File: src/rtl/top_k_select_scan.sv
// top_k_select_scan
//
// Scans one processor's key range in DDR after the top-K threshold stage has
// sampled its threshold. The range is read in bursts of up to BURST_KEYS
// 32-byte records. Every record whose delta field is at or above the latched
// threshold is written to the work FIFO, up to an optional cap. A one-cycle
// key_selection_done pulse marks the end of each accepted scan.
//
// Ports
//   clk, reset                  clock, synchronous active-high reset
//   start_key_process           one-cycle start pulse (ignored while busy)
//   threshold                   priority threshold, latched at start
//   key_start, key_end          key range [key_start, key_end), latched at start
//   max_select                  cap on emitted keys per scan (0 = no cap)
//   control_*                   burst read-master command/handshake
//   user_read_buffer            pop one record from the read master
//   user_data_available         a record is present on user_buffer_data
//   user_buffer_data            record: [31:0] key, [95:64] delta
//   fifo_wrreq, fifo_data       work FIFO write port, data = {delta, key}
//   fifo_almost_full            stall request from the work FIFO
//   selected_count              keys emitted in the current/last scan
//   key_selection_done          one-cycle completion pulse
//   busy                        high from the start pulse until the done pulse
module top_k_select_scan #(
  parameter int                       ADDRESS_WIDTH   = 31,
  parameter logic [ADDRESS_WIDTH-1:0] DDR_BASE        = '0,
  parameter int                       BURST_KEYS      = 8,
  parameter int                       FIFO_DATA_WIDTH = 64
) (
  input  logic                       clk,
  input  logic                       reset,
  input  logic                       start_key_process,
  input  logic [31:0]                threshold,
  input  logic [31:0]                key_start,
  input  logic [31:0]                key_end,
  input  logic [31:0]                max_select,
  output logic                       control_fixed_location,
  output logic [ADDRESS_WIDTH-1:0]   control_read_base,
  output logic [ADDRESS_WIDTH-1:0]   control_read_length,
  output logic                       control_go,
  input  logic                       control_done,
  output logic                       user_read_buffer,
  input  logic                       user_data_available,
  input  logic [255:0]               user_buffer_data,
  output logic                       fifo_wrreq,
  output logic [FIFO_DATA_WIDTH-1:0] fifo_data,
  input  logic                       fifo_almost_full,
  output logic [31:0]                selected_count,
  output logic                       key_selection_done,
  output logic                       busy
);

  typedef enum logic [2:0] {
    S_IDLE, S_ISSUE, S_CHECK, S_POP, S_DRAIN, S_DONE
  } state_t;

  state_t state_q, state_d;

  logic [31:0] thr_q, end_q, max_q, cur_key_q, left_q;
  logic        done_seen_q;

  logic [31:0] thr_d, end_d, max_d, cur_d, left_d, count_d;
  logic        done_seen_d, go_d, rd_d, wr_d, done_d, busy_d;
  logic [ADDRESS_WIDTH-1:0]   base_d, len_d;
  logic [FIFO_DATA_WIDTH-1:0] data_d;

  logic [31:0] rec_key, rec_delta, remaining, chunk;
  logic        qualifies, cap_reached, range_left, rec_ready, burst_done;
  logic        unused_rec_bits;

  assign control_fixed_location = 1'b0;

  assign rec_key         = user_buffer_data[31:0];
  assign rec_delta       = user_buffer_data[95:64];
  assign unused_rec_bits = ^{user_buffer_data[255:96], user_buffer_data[63:32]};

  // Deltas are non-negative IEEE-754 singles, so unsigned integer order is
  // the same as float order.
  assign qualifies   = rec_delta >= thr_q;
  assign cap_reached = (max_q != 32'd0) && (selected_count == max_q);
  assign range_left  = cur_key_q < end_q;
  assign rec_ready   = user_data_available && !fifo_almost_full;
  // control_done may arrive while records are still being consumed; the
  // sticky copy keeps it for DRAIN.
  assign burst_done  = done_seen_q || control_done;
  assign remaining   = end_q - cur_key_q;
  assign chunk       = (remaining < 32'(BURST_KEYS)) ? remaining : 32'(BURST_KEYS);

  // State register.
  always_ff @(posedge clk) begin
    // NOTE: clocked blocks use non-blocking assignments so every register
    // loads from values that were stable before the edge.
    if (reset) state_q <= S_IDLE;
    else       state_q <= state_d;
  end

  // Next-state logic. An empty range falls out of ISSUE straight to DONE,
  // because the range check uses the values latched in IDLE.
  always_comb begin
    // NOTE: default first so every path assigns state_d; a missing branch
    // would otherwise infer a latch.
    state_d = state_q;
    unique case (state_q)
      S_IDLE:  if (start_key_process) state_d = S_ISSUE;
      S_ISSUE: state_d = range_left ? S_CHECK : S_DONE;
      S_CHECK: if (rec_ready) state_d = S_POP;
      S_POP:   state_d = (left_q == 32'd1) ? S_DRAIN : S_CHECK;
      S_DRAIN: if (burst_done) state_d = (range_left && !cap_reached) ? S_ISSUE : S_DONE;
      S_DONE:  state_d = S_IDLE;
      default: state_d = S_IDLE;
    endcase
  end

  // Output/datapath logic: next values for the registered outputs.
  always_comb begin
    go_d        = 1'b0;
    rd_d        = 1'b0;
    wr_d        = 1'b0;
    done_d      = 1'b0;
    base_d      = control_read_base;
    len_d       = control_read_length;
    data_d      = fifo_data;
    count_d     = selected_count;
    busy_d      = busy;
    thr_d       = thr_q;
    end_d       = end_q;
    max_d       = max_q;
    cur_d       = cur_key_q;
    left_d      = left_q;
    done_seen_d = done_seen_q | control_done;
    unique case (state_q)
      S_IDLE: begin
        if (start_key_process) begin
          thr_d       = threshold;
          end_d       = key_end;
          max_d       = max_select;
          cur_d       = key_start;
          count_d     = 32'd0;
          busy_d      = 1'b1;
          done_seen_d = 1'b0;
        end
      end
      S_ISSUE: begin
        if (range_left) begin
          go_d        = 1'b1;
          base_d      = DDR_BASE + ADDRESS_WIDTH'({cur_key_q, 5'b0});
          len_d       = ADDRESS_WIDTH'({chunk, 5'b0});
          left_d      = chunk;
          done_seen_d = 1'b0;
        end
      end
      S_CHECK: begin
        if (rec_ready) begin
          rd_d = 1'b1;
          // Past the cap the burst is still drained, just not written.
          if (qualifies && !cap_reached) begin
            wr_d    = 1'b1;
            data_d  = FIFO_DATA_WIDTH'({rec_delta, rec_key});
            count_d = selected_count + 32'd1;
          end
        end
      end
      S_POP: begin
        left_d = left_q - 32'd1;
        cur_d  = cur_key_q + 32'd1;
      end
      S_DONE: begin
        done_d = 1'b1;
        busy_d = 1'b0;
      end
      default: ;
    endcase
  end

  // Registered outputs and scan context.
  always_ff @(posedge clk) begin
    if (reset) begin
      control_read_base   <= '0;
      control_read_length <= '0;
      control_go          <= 1'b0;
      user_read_buffer    <= 1'b0;
      fifo_wrreq          <= 1'b0;
      fifo_data           <= '0;
      selected_count      <= 32'd0;
      key_selection_done  <= 1'b0;
      busy                <= 1'b0;
      thr_q               <= 32'd0;
      end_q               <= 32'd0;
      max_q               <= 32'd0;
      cur_key_q           <= 32'd0;
      left_q              <= 32'd0;
      done_seen_q         <= 1'b0;
    end else begin
      control_read_base   <= base_d;
      control_read_length <= len_d;
      control_go          <= go_d;
      user_read_buffer    <= rd_d;
      fifo_wrreq          <= wr_d;
      fifo_data           <= data_d;
      selected_count      <= count_d;
      key_selection_done  <= done_d;
      busy                <= busy_d;
      thr_q               <= thr_d;
      end_q               <= end_d;
      max_q               <= max_d;
      cur_key_q           <= cur_d;
      left_q              <= left_d;
      done_seen_q         <= done_seen_d;
    end
  end

endmodule

File: config.mk
export PLATFORM = sky130hd
export DESIGN_NAME = top_k_select_scan
export DESIGN_NICKNAME = d
export VERILOG_FILES = /design/src/rtl/top_k_select_scan.sv
export SDC_FILE = /design/constraint.sdc
export NUM_CORES = 1
export LEC_CHECK = 0
export CAP_MARGIN = 30
export CORE_AREA = 2 2 215 217
export CTS_BUF_LIST = sky130_fd_sc_hd__clkbuf_2
export CTS_CLUSTER_DIAMETER = 50
export DETAILED_ROUTE_END_ITERATION = 8
export DIE_AREA = 0 0 217 219
export PLACE_DENSITY = 0.65
export SYNTH_ARGS = -nofsm -noshare
export SYNTH_HDL_FRONTEND = slang
export SYNTH_SLANG_ARGS = --single-unit
File: constraint.sdc
create_clock -name clk -period 7.3 [get_ports clk]
set_input_delay 1.46 -clock clk [delete_from_list [all_inputs] [get_ports clk]]
set_output_delay 1.46 -clock clk [all_outputs]
set_load 0.005 [all_outputs]
==> run summary <==
Buffers on Ports - 350
#FFs+latches synth - 317
Routed WL - 52560 µm
Final Hold Vio Count - 0
CP startpoint kind - flop
DRT Pass-1 Iters - 5
die width - 217 µm
crit-path max FO - 70
Initial DRC Count - 889
first-pass GRT wire length - 82310 µm
Ys Warns - 0
Post-Syn Instances - 1985
Slew @ Worst Pin - 0.9779 ns
Synth area leader - dfxtp_1
predominant post-synthesis flop cell - dfxtp_1
Syn Area/Cell - 8.027 µm²
most area-consuming cells after synthesis - dfxtp_1 (40%), nand2_1 (7.9%), a21oi_1 (7.5%), ha_1 (5.3%), mux2i_1 (4.2%)
post-synth top area share - 0.3983
Layout Cells excl Fill - 2996
Achievable Freq - 243.1 MHz
final setup violation count - 0
Area Overhead vs Synth - 29.91%
HP Class - flop to flop
Resized cells post-CTS - 0
Max IR drop VDD - 0.1404 mV
die height - 219 µm
Crit. Startpoint - cur_key_q[25]
skew final - 0.07033 ns
IO Count - 554
core area - 0.04509 mm²
largest net degree at the start of global routing - 97
EDFF count, synth - 0
Final Max Slew Viols - 0
Global Route Usage Sum - 0.2170
Setup CP Type - flop to flop
PnR Total Power - 6632 µW
vias in the first global route - 15250
Avg WL per Cell - 17.54 µm
Synth async-reset ratio - 0
Detail Route Antenna Nets - 0
TritonCTS buffer count - 91
dpl cell area - 0.01984 mm²
Clock Sinks - 317
leakage power - 0.008471 µW
die area - 0.04752 mm²
Starting Density - 0.3534
Setup TNS - 0 ns
unrepaired setup endpoints after global routing - false
Via Count - 15680
hold_sp - thr_q[13]
share of cells above drive strength 1 - 0.08441
Rows - 78
pwr/cell area - 320.4 mW/mm²
via density per instance - 5.233
placed cells - 2832
status - complete, no violations
HPWL after detailed placement - 38690 µm
clock-pin slew on the worst setup and hold paths - 0.10 ns
Worst setup EP type - flop
synth unique cells - 89
htree depth - 3
latest clock arrival within the worst-skew pair - 1.03 ns
clk root buf - clkbuf_2
CTS tree - yes
total congestion overflow - 0
Remaining DRCs - 0
min Tclk post-route - 4.113 ns
crit share post-route - 0.5634
cell area after layout - 0.02070 mm²
sequential share of the synthesized area - 0.3983
CP arrival - 5.05 ns
max-cap viol count - 0
fin nets - 2785
Worst slew margin - 0.3474
Post-Syn Area - 0.01593 mm²
# hold bufs at CTS - 0
initial antenna violation count - 6
worst r2r src - cur_key_q[25]
WP data required - 8.24 ns
Max clock buf depth - 3
gpl congestion - 0.9065
Setup Fix Bufs, Post-CTS - 0
-- cell usage after synthesis (4+ instances only) --
master / n
nor2b_1: 7
o211ai_1: 9
o21a_1: 11
xor2_1: 40
clkbuf_1: 92
xnor2_1: 11
and4_1: 4
a2111oi_0: 8
o31ai_1: 14
buf_4: 11
and3_1: 35
nand3b_1: 8
nor3_1: 31
nor2_1: 167
a21oi_1: 240
o2111ai_1: 6
nand2_1: 335
and2_1: 12
a22oi_1: 5
nand2b_1: 10
mux2_2: 4
a31oi_1: 15
inv_1: 82
o22ai_1: 5
buf_2: 20
mux2i_1: 67
a211oi_1: 13
a311oi_1: 4
nand4_1: 35
or2_2: 7
o21ai_0: 68
dfxtp_1: 317
ha_1: 68
nand3_1: 40
a21o_1: 25
nor4_1: 36
or3_1: 37
or4_1: 8
-- power by group --
group          switching, µW  total [µW]  internal, µW
combinational           1920        3100          1180
clock                    769        1320           547
sequential               246        2220          1970
-- kinds of logic (layout without fill, tap and decap cells) --
logic type | after synthesis | after routing | share of synthesized area
adder cells (fa/ha/maj) | 69 | 69 | 0.05465
other | 1 | 14 | 0.0002353
AND/OR/NAND/NOR | 799 | 799 | 0.2393
flip-flops | 317 | 317 | 0.3983
XOR/XNOR | 51 | 51 | 0.02803
multiplexers | 71 | 71 | 0.04492
buffers and inverters | 209 | 607 | 0.05442
AO/OA/AOI/OAI | 468 | 468 | 0.1801
-- worst max-delay path: stages, from the launching register on --
cell	delay, ns
dfxtp_1	0.47
inv_1	0.11
ha_1	0.54
nand2_1	0.20
or3_1	0.43
nor3_1	0.44
nand4_1	0.20
nor3b_1	0.23
nand2_2	0.13
buf_4	0.63
nand2_1	0.40
nor3_1	0.26
-- through the flow --
| stage | hold slack, ns | utilization | setup WS (ns) |
|---|---|---|---|
| after floorplan | 0.4363 | - | 3.482 |
| after global placement | 0.4445 | 0.4388 | 2.371 |
| after detailed placement | 0.4466 | 0.4401 | 2.314 |
| after CTS | 0.4607 | 0.4583 | 3.199 |
| after global routing | 0.4816 | 0.4590 | 2.889 |
| final | 0.4558 | 0.4591 | 3.187 |
-- placed cells by master (no fill, tap or decap), types with 30 or more instances in the layout --
master / Yosys / layout
clkdlybuf4s50_1: 0 / 349
nand2_1: 335 / 334
dfxtp_1: 317 / 317
a21oi_1: 240 / 240
nor2_1: 167 / 166
clkbuf_2: 1 / 129
inv_1: 82 / 82
ha_1: 68 / 68
o21ai_0: 68 / 67
mux2i_1: 67 / 67
nand3_1: 40 / 40
xor2_1: 40 / 40
nor4_1: 36 / 36
or3_1: 37 / 36
and3_1: 35 / 35
nand4_1: 35 / 35
nor3_1: 31 / 30
-- metal layers --
metal  global-route usage  wire length (µm)
met3              0.04754              3389
met2               0.3529             24840
met1               0.2784             22920
met5                    0                24
met4              0.08904              1376
-- area by class of cell --
class	count	area, µm²
Clock buffer	129	645.6
Timing Repair Buffer	365	3680
Antenna cell	3	7.507
Tap cell	600	750.7
Clock inverter	31	177.7
Multi-Input combinational cell	1469	8785
Inverter	82	307.8
Fill cell	4494	24390
Sequential cell	317	6346
-- state kept, by name, indices dropped and copies added, names as in the netlist --
| signal | cells |
|---|---|
| fifo_data | 64 |
| cur_key_q | 32 |
| end_q | 32 |
| left_q | 32 |
| max_q | 32 |
| selected_count | 32 |
| thr_q | 32 |
| control_read_base | 26 |
| control_read_length | 26 |
| state_q | 3 |
| busy | 1 |
| control_go | 1 |
| done_seen_q | 1 |
| fifo_wrreq | 1 |
| key_selection_done | 1 |
| user_read_buffer | 1 |
-- path summary, 6_finish.rpt --
kind	end	slack (ns)	cells past startpoint
worst min register to register	thr_q[13]	0.46	2
worst max-delay path	done_seen_q	3.19	11
worst max register to register	done_seen_q	3.19	11
worst min-delay path	thr_q[13]	0.46	2
Power figures use the tool's default switching activity.
